==> src/rtl/alu_pkg.sv <==
// Shared definitions for the ALU command front-end: default width, opcode
// encoding, sequencer state encoding and a latency-counter sizing helper.
package alu_pkg;

  localparam int ALU_WIDTH = 16;
  localparam int ALU_DEPTH = 4;

  localparam logic [2:0] OP_ADD = 3'd0;
  localparam logic [2:0] OP_SUB = 3'd1;
  localparam logic [2:0] OP_AND = 3'd2;
  localparam logic [2:0] OP_OR  = 3'd3;
  localparam logic [2:0] OP_XOR = 3'd4;
  localparam logic [2:0] OP_NOT = 3'd5;
  localparam logic [2:0] OP_SHL = 3'd6;
  localparam logic [2:0] OP_SHR = 3'd7;

  typedef enum logic [1:0] {
    ST_IDLE = 2'd0,
    ST_EXEC = 2'd1,
    ST_RESP = 2'd2
  } state_t;

  // A zero-latency ALU still needs a 1-bit counter so the port never collapses.
  function automatic int lat_cnt_width(input int lat);
    return (lat > 0) ? $clog2(lat + 1) : 1;
  endfunction

endpackage

==> src/rtl/alu_cmd_fifo.sv <==
// Command FIFO: power-of-two depth, wrapping pointers, full/empty derived from
// the occupancy counter. Storage is not reset; only pointers and count are.
module alu_cmd_fifo #(
  parameter int W     = 35,
  parameter int DEPTH = 4,
  localparam int PW   = $clog2(DEPTH),
  localparam int CW   = $clog2(DEPTH + 1)
) (
  input  logic          clk,
  input  logic          reset,
  input  logic          push,
  input  logic [W-1:0]  wdata,
  input  logic          pop,
  output logic [W-1:0]  rdata,
  output logic          full,
  output logic          empty,
  output logic [CW-1:0] count
);

  logic [W-1:0]  mem [DEPTH];
  logic [PW-1:0] wr_ptr;
  logic [PW-1:0] rd_ptr;
  logic          do_push;
  logic          do_pop;

  assign full    = (count == CW'(DEPTH));
  assign empty   = (count == '0);
  assign do_push = push & ~full;
  assign do_pop  = pop & ~empty;
  assign rdata   = mem[rd_ptr];

  always_ff @(posedge clk) begin
    if (do_push) begin
      mem[wr_ptr] <= wdata;
    end
  end

  always_ff @(posedge clk) begin
    if (!reset) begin
      wr_ptr <= '0;
      rd_ptr <= '0;
      count  <= '0;
    end else begin
      if (do_push) begin
        wr_ptr <= wr_ptr + PW'(1);
      end
      if (do_pop) begin
        rd_ptr <= rd_ptr + PW'(1);
      end
      case ({do_push, do_pop})
        2'b10:   count <= count + CW'(1);
        2'b01:   count <= count - CW'(1);
        default: count <= count;
      endcase
    end
  end

endmodule

==> src/rtl/alu_cmd_sequencer.sv <==
// Front-end for the 16-bit ALU: queues commands, issues one at a time on
// registered operand lines, waits the ALU latency and holds the response.
//
//  state | meaning
//  IDLE  | nothing in flight, waiting for the FIFO to become non-empty
//  EXEC  | alu_* driven and stable, counting down the ALU latency
//  RESP  | rsp_* captured and held until rsp_ready
module alu_cmd_sequencer
  import alu_pkg::*;
#(
  parameter int WIDTH   = ALU_WIDTH,
  parameter int DEPTH   = ALU_DEPTH,
  parameter int ALU_LAT = 1,
  localparam int CW     = $clog2(DEPTH + 1)
) (
  input  logic             clk,
  input  logic             reset,
  input  logic             cmd_valid,
  output logic             cmd_ready,
  input  logic [WIDTH-1:0] cmd_a,
  input  logic [WIDTH-1:0] cmd_b,
  input  logic [2:0]       cmd_sel,
  output logic [WIDTH-1:0] alu_a,
  output logic [WIDTH-1:0] alu_b,
  output logic [2:0]       alu_sel,
  input  logic [WIDTH-1:0] alu_out,
  input  logic             alu_err,
  output logic             rsp_valid,
  input  logic             rsp_ready,
  output logic [WIDTH-1:0] rsp_data,
  output logic             rsp_err,
  output logic [2:0]       rsp_sel,
  output logic             busy,
  output logic [CW-1:0]    cmd_count
);

  localparam int FW = 2 * WIDTH + 3;
  localparam int LW = lat_cnt_width(ALU_LAT);

  state_t           state;
  logic [LW-1:0]    cnt;
  logic [FW-1:0]    fifo_wdata;
  logic [FW-1:0]    fifo_rdata;
  logic             fifo_full;
  logic             fifo_empty;
  logic             push;
  logic             pop;
  logic [2:0]       q_sel;
  logic [WIDTH-1:0] q_a;
  logic [WIDTH-1:0] q_b;

  assign fifo_wdata        = {cmd_sel, cmd_a, cmd_b};
  assign {q_sel, q_a, q_b} = fifo_rdata;

  // Holding ready low through reset keeps commands from landing in a FIFO being cleared.
  assign cmd_ready = reset & ~fifo_full;
  assign push      = cmd_valid & cmd_ready;
  assign busy      = (state != ST_IDLE) | ~fifo_empty;

  always_comb begin
    pop = 1'b0;
    if (!fifo_empty) begin
      pop = (state == ST_IDLE) || ((state == ST_RESP) && rsp_ready);
    end
  end

  alu_cmd_fifo #(
    .W     (FW),
    .DEPTH (DEPTH)
  ) u_fifo (
    .clk   (clk),
    .reset (reset),
    .push  (push),
    .wdata (fifo_wdata),
    .pop   (pop),
    .rdata (fifo_rdata),
    .full  (fifo_full),
    .empty (fifo_empty),
    .count (cmd_count)
  );

  always_ff @(posedge clk) begin
    if (!reset) begin
      state     <= ST_IDLE;
      cnt       <= '0;
      alu_a     <= '0;
      alu_b     <= '0;
      alu_sel   <= 3'b000;
      rsp_valid <= 1'b0;
      rsp_data  <= '0;
      rsp_err   <= 1'b0;
      rsp_sel   <= 3'b000;
    end else begin
      if (pop) begin
        alu_a   <= q_a;
        alu_b   <= q_b;
        alu_sel <= q_sel;
        cnt     <= LW'(ALU_LAT);
      end
      case (state)
        ST_IDLE: begin
          if (pop) begin
            state <= ST_EXEC;
          end
        end
        ST_EXEC: begin
          if (cnt != '0) begin
            cnt <= cnt - LW'(1);
          end else begin
            rsp_data  <= alu_out;
            rsp_err   <= alu_err;
            rsp_sel   <= alu_sel;
            rsp_valid <= 1'b1;
            state     <= ST_RESP;
          end
        end
        ST_RESP: begin
          // Chaining straight into EXEC avoids an IDLE bubble between responses.
          if (rsp_ready) begin
            rsp_valid <= 1'b0;
            state     <= pop ? ST_EXEC : ST_IDLE;
          end
        end
        default: state <= ST_IDLE;
      endcase
    end
  end

endmodule
==> config.mk <==
export PLATFORM = sky130hd
export DESIGN_NAME = alu_cmd_sequencer
export DESIGN_NICKNAME = d
export VERILOG_FILES = /design/src/rtl/alu_pkg.sv /design/src/rtl/alu_cmd_fifo.sv /design/src/rtl/alu_cmd_sequencer.sv
export SDC_FILE = /design/constraint.sdc
export NUM_CORES = 1
export LEC_CHECK = 0
export CAP_MARGIN = 20
export CORE_MARGIN = 4
export CORE_UTILIZATION = 35
export CTS_CLUSTER_SIZE = 30
export DETAILED_ROUTE_END_ITERATION = 8
export PLACE_DENSITY = 0.61
export SYNTH_ARGS = -nofsm -noshare
export SYNTH_HDL_FRONTEND = slang
export SYNTH_SLANG_ARGS = --single-unit
==> constraint.sdc <==
create_clock -name clk -period 2.6 [get_ports clk]
set_clock_uncertainty 0.15 [all_clocks]
set_input_delay 0.52 -clock clk [delete_from_list [all_inputs] [get_ports clk]]
set_output_delay 0.52 -clock clk [all_outputs]
set_load 0.05 [all_outputs]
After elaboration in Yosys (flattened, before gate mapping)
Memories as Yosys holds them, arrays and structs flattened. A register that Yosys moved wholly into a read port is not among the register bits.
Index checks and enable logic that the tools add are counted.
- add/subtract/negate cells: 5
- multiply operators: 0
- div/mod/pow operators: 0
- magnitude comparators: 0
- eq/ne operators: 8
- shift operators: 0
- multiplexer cells: 15
- bitwise operators: 8
- reduce and logical (&&, ||, !) cells: 11
- operators with widths (kind ; number):
    2-to-1 mux 1 bit ; 9
    2-to-1 mux 2 bit ; 3
    inequality test 2 bit (second input constant) ; 3
    case mux 2 bit (3 select lines) ; 1
    case mux 3 bit (2 select lines) ; 1
    AND reduction 3 bit ; 2
    nonzero test 2 bit ; 3
    adder 2 x 1 -> 2 bit (second input constant) ; 2
    AND 1 bit ; 4
    == test 2 x 1 -> 1 bit (second input constant) ; 2
    == test 2 bit (second input constant) ; 2
    adder 3 x 1 -> 3 bit (second input constant) ; 1
    == test 3 bit (second input constant) ; 1
    logical NOT 3 bit ; 1
    NOT 1 bit ; 3
    subtractor 3 x 1 -> 3 bit (second input constant) ; 1
    logical NOT 2 bit ; 1
    case mux 1 bit (2 select lines) ; 1
    AND reduction 2 bit ; 1
    logical AND 1 bit ; 1
    logical NOT 1 bit ; 1
    logical OR 1 bit ; 1
    OR 1 bit ; 1
    subtractor 1 bit (second input constant) ; 1
- bits in registers: 31
- bits in latches: 0
- bits in writable memories: 140
- bits in read-only memories: 0
- input port bits: 56
- output and inout bits: 61
- word-level logic and storage cells: 57
- memories kept: 1
- memory list (memory ; words ; bits a word ; read ports ; clocked after memory_dff ; wr ports ; line ; text):
    u_fifo.mem ; 4 ; 35 ; 1 ; 1 ; 1 ; alu_cmd_fifo.sv:20 ; logic [W-1:0] mem [DEPTH];

Longest topological paths before layout
- depth after elaboration: 7
- gate-level depth with buffers: 11
- depth with buffers taken out: 9

Cells and area by module
From an unflattened synthesis, not the netlist that was laid out.
- cells, all modules: 500
- area, all modules: 7895.1 um^2
- by module, submodules not included (module ; times used ; cells an instance ; area each (um^2)):
    alu_cmd_fifo ; 1 ; 237 ; 5577.8
    alu_cmd_sequencer ; 1 ; 263 ; 2317.2

Worst setup path before layout
OpenSTA, ideal clock, no wires.
- path type: register to register
- start: reg u_fifo.count[0]
- end: mem u_fifo.mem[1][0], enable pin
- library setup time: 395 ps
- arrival time: 2184 ps
- setup slack: -129 ps
- stages on the path, launching flop included: 4
- buffers on the path: 0
- period minus slack after synthesis: 2729 ps
- path through: dfxtp_1 -> nor2_1 -> a211oi_2 -> and2_1
- longest elaborated chain between the ends: 7
- ends and longest elaborated chain (item ; line ; text):
    from (decl) ; alu_cmd_fifo.sv:17 ; output logic [CW-1:0] count
    from (signal assigned) ; alu_cmd_fifo.sv:51 ; 2'b10: count <= count + CW'(1);
    from (signal assigned) ; alu_cmd_fifo.sv:52 ; 2'b01: count <= count - CW'(1);
    from (signal assigned) ; alu_cmd_fifo.sv:53 ; default: count <= count;
    == test 3 bit (*) ; alu_cmd_fifo.sv:26 ; assign full = (count == CW'(DEPTH));
    NOT 1 bit (*) ; alu_cmd_fifo.sv:28, alu_cmd_sequencer.sv:56 ;
    AND 1 bit ; alu_cmd_sequencer.sv:56 ; assign cmd_ready = reset & ~fifo_full;
    AND 1 bit ; alu_cmd_sequencer.sv:57 ; assign push = cmd_valid & cmd_ready;
    AND 1 bit (*) ; alu_cmd_fifo.sv:28 ; assign do_push = push & ~full;
    2-to-1 mux 1 bit (*) ; alu_cmd_fifo.sv:33 ; if (do_push) begin
    2-to-1 mux 1 bit (implied by the code) (*) ; alu_cmd_fifo.sv:34 ; mem[wr_ptr] <= wdata;
    to (decl) ; alu_cmd_fifo.sv:20 ;
Mark *: on every way between the ends. The rest lies on a longest branch, timed or not.

Final worst setup path
- start: reg u_fifo.count[0]
- end: out busy
- longest elaborated chain between the ends: 3
- ends and longest elaborated chain (item ; line ; text):
    logical NOT 3 bit ; alu_cmd_fifo.sv:27 ; assign empty = (count == '0);
    NOT 1 bit ; alu_cmd_sequencer.sv:58 ; assign busy = (state != ST_IDLE) | ~fifo_empty;
    OR 1 bit ; alu_cmd_sequencer.sv:58 ;
    to (decl) ; alu_cmd_sequencer.sv:33 ; output logic busy,
No other way between the ends.

==> flow_summary.toml <==
[global_routing]
grt_pass1_vias = 4568
antenna_found_initial = 0
grt_usage_pct = 13.3
grt_max_degree = 41
overflow = 0
grt_pass1_wl_um = 25400

[critical_path]
max_stage_delay_ns = 0.42
cp_data_required_time_ns = 1.93
cp_max_fo = 6
arrival_ns = 1.79
cp_common_cell = "or3_1"
worstPathCellList = "or3_1, or3_1, buf_4"
crit_slowest_cell = "or3_1"
crit_family = "simple AND/OR/NAND/NOR gates"
endpoint_kind = "primary output"
start_kind = "flip-flop"
crit_buf_inv = 1
critPathKind = "flip-flop to primary output"

[clocking]
cts_resized = 0
cts_sinks = 206
clockBufferDepth = 3
cts_max_level = 1
clk_pin_slew_ns = 0.06
ctsHoldBuffers = 0
cts_buffers = 23
cts_tree = "built"
clock-root-buffer = "clkbuf_16"
post-cts-setup-buffers = 0
insertion_delay_ns = 0.50

[floorplanning]
core.rowCount = 53
die_h_um = 155
start_util_pct = 35.7
ios = 117
dieArea_sq_um = 24000
die_w_um = 155
core_sq_um = 21200

[route]
ant_nets = 0
drc = 0
wire_per_inst_um = 17.9
via_count = 4371
initialDrtViolationCount = 195
finalWirelength_um = 15900
first_pass_iters = 5
via_per_inst = 4.91

[power]
power_density_nw_per_um2 = 1130
vdd_drop_max_mv = 0.626
power_leakage_nw = 3.27

[sta]
fmax_ghz = 0.407
hold_viol_final = 0
worst_slack_ns = 0.140
fin_crit_sh_pct = 94.6
drv_slew = 0
layout_min_cycle_time_ns = 2.46
relSlewSlack_pct = 61.8
rsz0062_at_grt = "no"
finalSetupViolCount = 0
worst_pin_slew_ns = 0.573

[outcome]
status = "completed"

[synth]
syn_area_sq_um = 7550
seq_area_frac_synth_pct = 73.1
ys_ff_latch = 206
synth_area_leaders = "edfxtp_1, dfxtp_1, mux4_2"
yosysTopAreaCell = "edfxtp_1"
ys_warn_count = 0
synth.avg_cell_area_sq_um = 16.4
syn_inst = 460
synth_cell_type_count = 34
synth_nets = 522
synth_top_area_share_pct = 55.6

[place]
place.gp.congestion = 0.764
placed_cells_incl_taps = 848
dp_slack_ns = -0.205
port_buffers = 116
dp_hpwl_um = 10100

[layout]
antennaDiodeCount = 0
nFillCells = 1803
finalCoreUtilization_pct = 47.0
stdcell_count = 890
finalNetCount = 660
drive_above_1_share_pct = 17.7
areaGrowthSynthToFinish_pct = 31.7

[job]
maxCapViolCount = 0

[min_path]
hp-class = "flip-flop to flip-flop"
-- final timing paths --
kind,start,to,slack (ns),cells after the start
min reg2reg,rsp_err$_SDFFE_PN0P_,rsp_err$_SDFFE_PN0P_,0.31,2
max reg2reg,u_fifo.count[0]$_SDFFE_PN0P_,u_fifo.count[2]$_SDFFE_PN0P_,0.39,9
min,rsp_err$_SDFFE_PN0P_,rsp_err$_SDFFE_PN0P_,0.31,2
max,u_fifo.count[0]$_SDFFE_PN0P_,busy,0.14,3
-- layout make-up --
class                   count  area [sq um]  share of cell area (%)
clock buffers              36           684                    6.88
inverters                  11          41.3                   0.415
flip-flops and latches    206          5530                    55.6
multi-input cells         217          1860                    18.7
repair buffers            139          1440                    14.4
well taps                 275           344                    3.46
clock inverters             6          46.3                   0.465
-- cells in the mapped netlist (all sizes together) --
| library cell | instances |
|---|---|
| a21oi | 27 |
| inv | 11 |
| or4 | 1 |
| o31ai | 1 |
| o21ai | 2 |
| nand2 | 80 |
| nand4 | 1 |
| nand3 | 1 |
| nor2 | 6 |
| dfxtp | 66 |
| ha | 5 |
| a211oi | 1 |
| nor3 | 1 |
| nand2b | 2 |
| or3b | 1 |
| o2bb2ai | 35 |
| nand3b | 1 |
| mux2i | 3 |
| mux4 | 35 |
| o211a | 1 |
| nor3b | 1 |
| xor2 | 2 |
| nor4 | 1 |
| fa | 1 |
| and2 | 4 |
| clkbuf | 7 |
| or3 | 3 |
| nor2b | 1 |
| edfxtp | 140 |
| buf | 19 |
-- routing by layer --
layer	vias up	GRT usage (%)	part of all wire, %
met1	2190	17.6	43
li1	2030	-	-
met4	0	2.99	1.8
met2	127	22.8	50
met3	24	2.78	5.8
met5	-	0	0
-- worst register-to-register path, delay by kind of cell, from the launching register on --
family / cells / cell delay, ns
and+or+nand+nor: 3 / 0.60
adders and majority gates: 2 / 0.54
DFF: 1 / 0.39
xor gates and xnor gates: 1 / 0.16
AOI/OAI and AO/OA: 1 / 0.16
buffers and inverters: 2 / 0.13
-- registers in the layout, summed over array words and instances (netlist names) --
register,count
u_fifo.count,3
u_fifo.mem,140
alu_a,16
rsp_err,1
alu_sel,3
rsp_data,16
rsp_sel,3
cnt,1
u_fifo.rd_ptr,2
alu_b,16
state,2
rsp_valid,1
u_fifo.wr_ptr,2
-- power breakdown --
part           switching (W)  total [W]  internal, W  leakage, nW
clock                0.00122    0.00304      0.00182        0.360
sequential          0.000323    0.00436      0.00403         1.81
combinational        0.00244    0.00388      0.00143         1.09
-- per-stage QoR --
stage	setup TNS, ns	cell area (sq um)	hold slack (ns)	power, W
2_1_floorplan	0	7560	0.318	0.00698
3_3_place_gp	-0.128	9220	0.291	0.00830
3_5_place_dp	-0.205	9220	0.303	0.00837
4_1_cts	0	9950	0.310	0.0115
5_1_grt	0	9950	0.317	0.0119
6_report	0	9950	0.308	0.0113
-- logic make-up after synthesis --
kind of cell / after synthesis / synth area share [%]
DFF: 206 / 73.1
adders and majority gates: 6 / 1.09
and+or+nand+nor: 104 / 6.01
muxes: 38 / 10.8
buffers and inverters: 37 / 2.32
AOI/OAI and AO/OA: 67 / 6.38
xor gates and xnor gates: 2 / 0.232
-- cells in the final DEF (no fill, tap or decap), types with 2 or more instances in the layout --
master / instances
edfxtp_1: 140
mux4_2: 35
inv_1: 9
buf_4: 16
nand2_1: 80
mux2i_1: 3
or3_1: 3
clkbuf_8: 6
buf_12: 9
nor2_1: 6
clkbuf_16: 23
clkbuf_1: 7
clkdlybuf4s50_1: 113
a21oi_1: 27
o21ai_0: 2
ha_1: 5
o2bb2ai_1: 35
clkinv_2: 2
xor2_1: 2
clkinv_1: 2
inv_2: 2
and2_2: 4
dfxtp_2: 5
dfxtp_1: 61
nand2b_1: 2
Note: power is estimated with default switching activity, not from simulation.
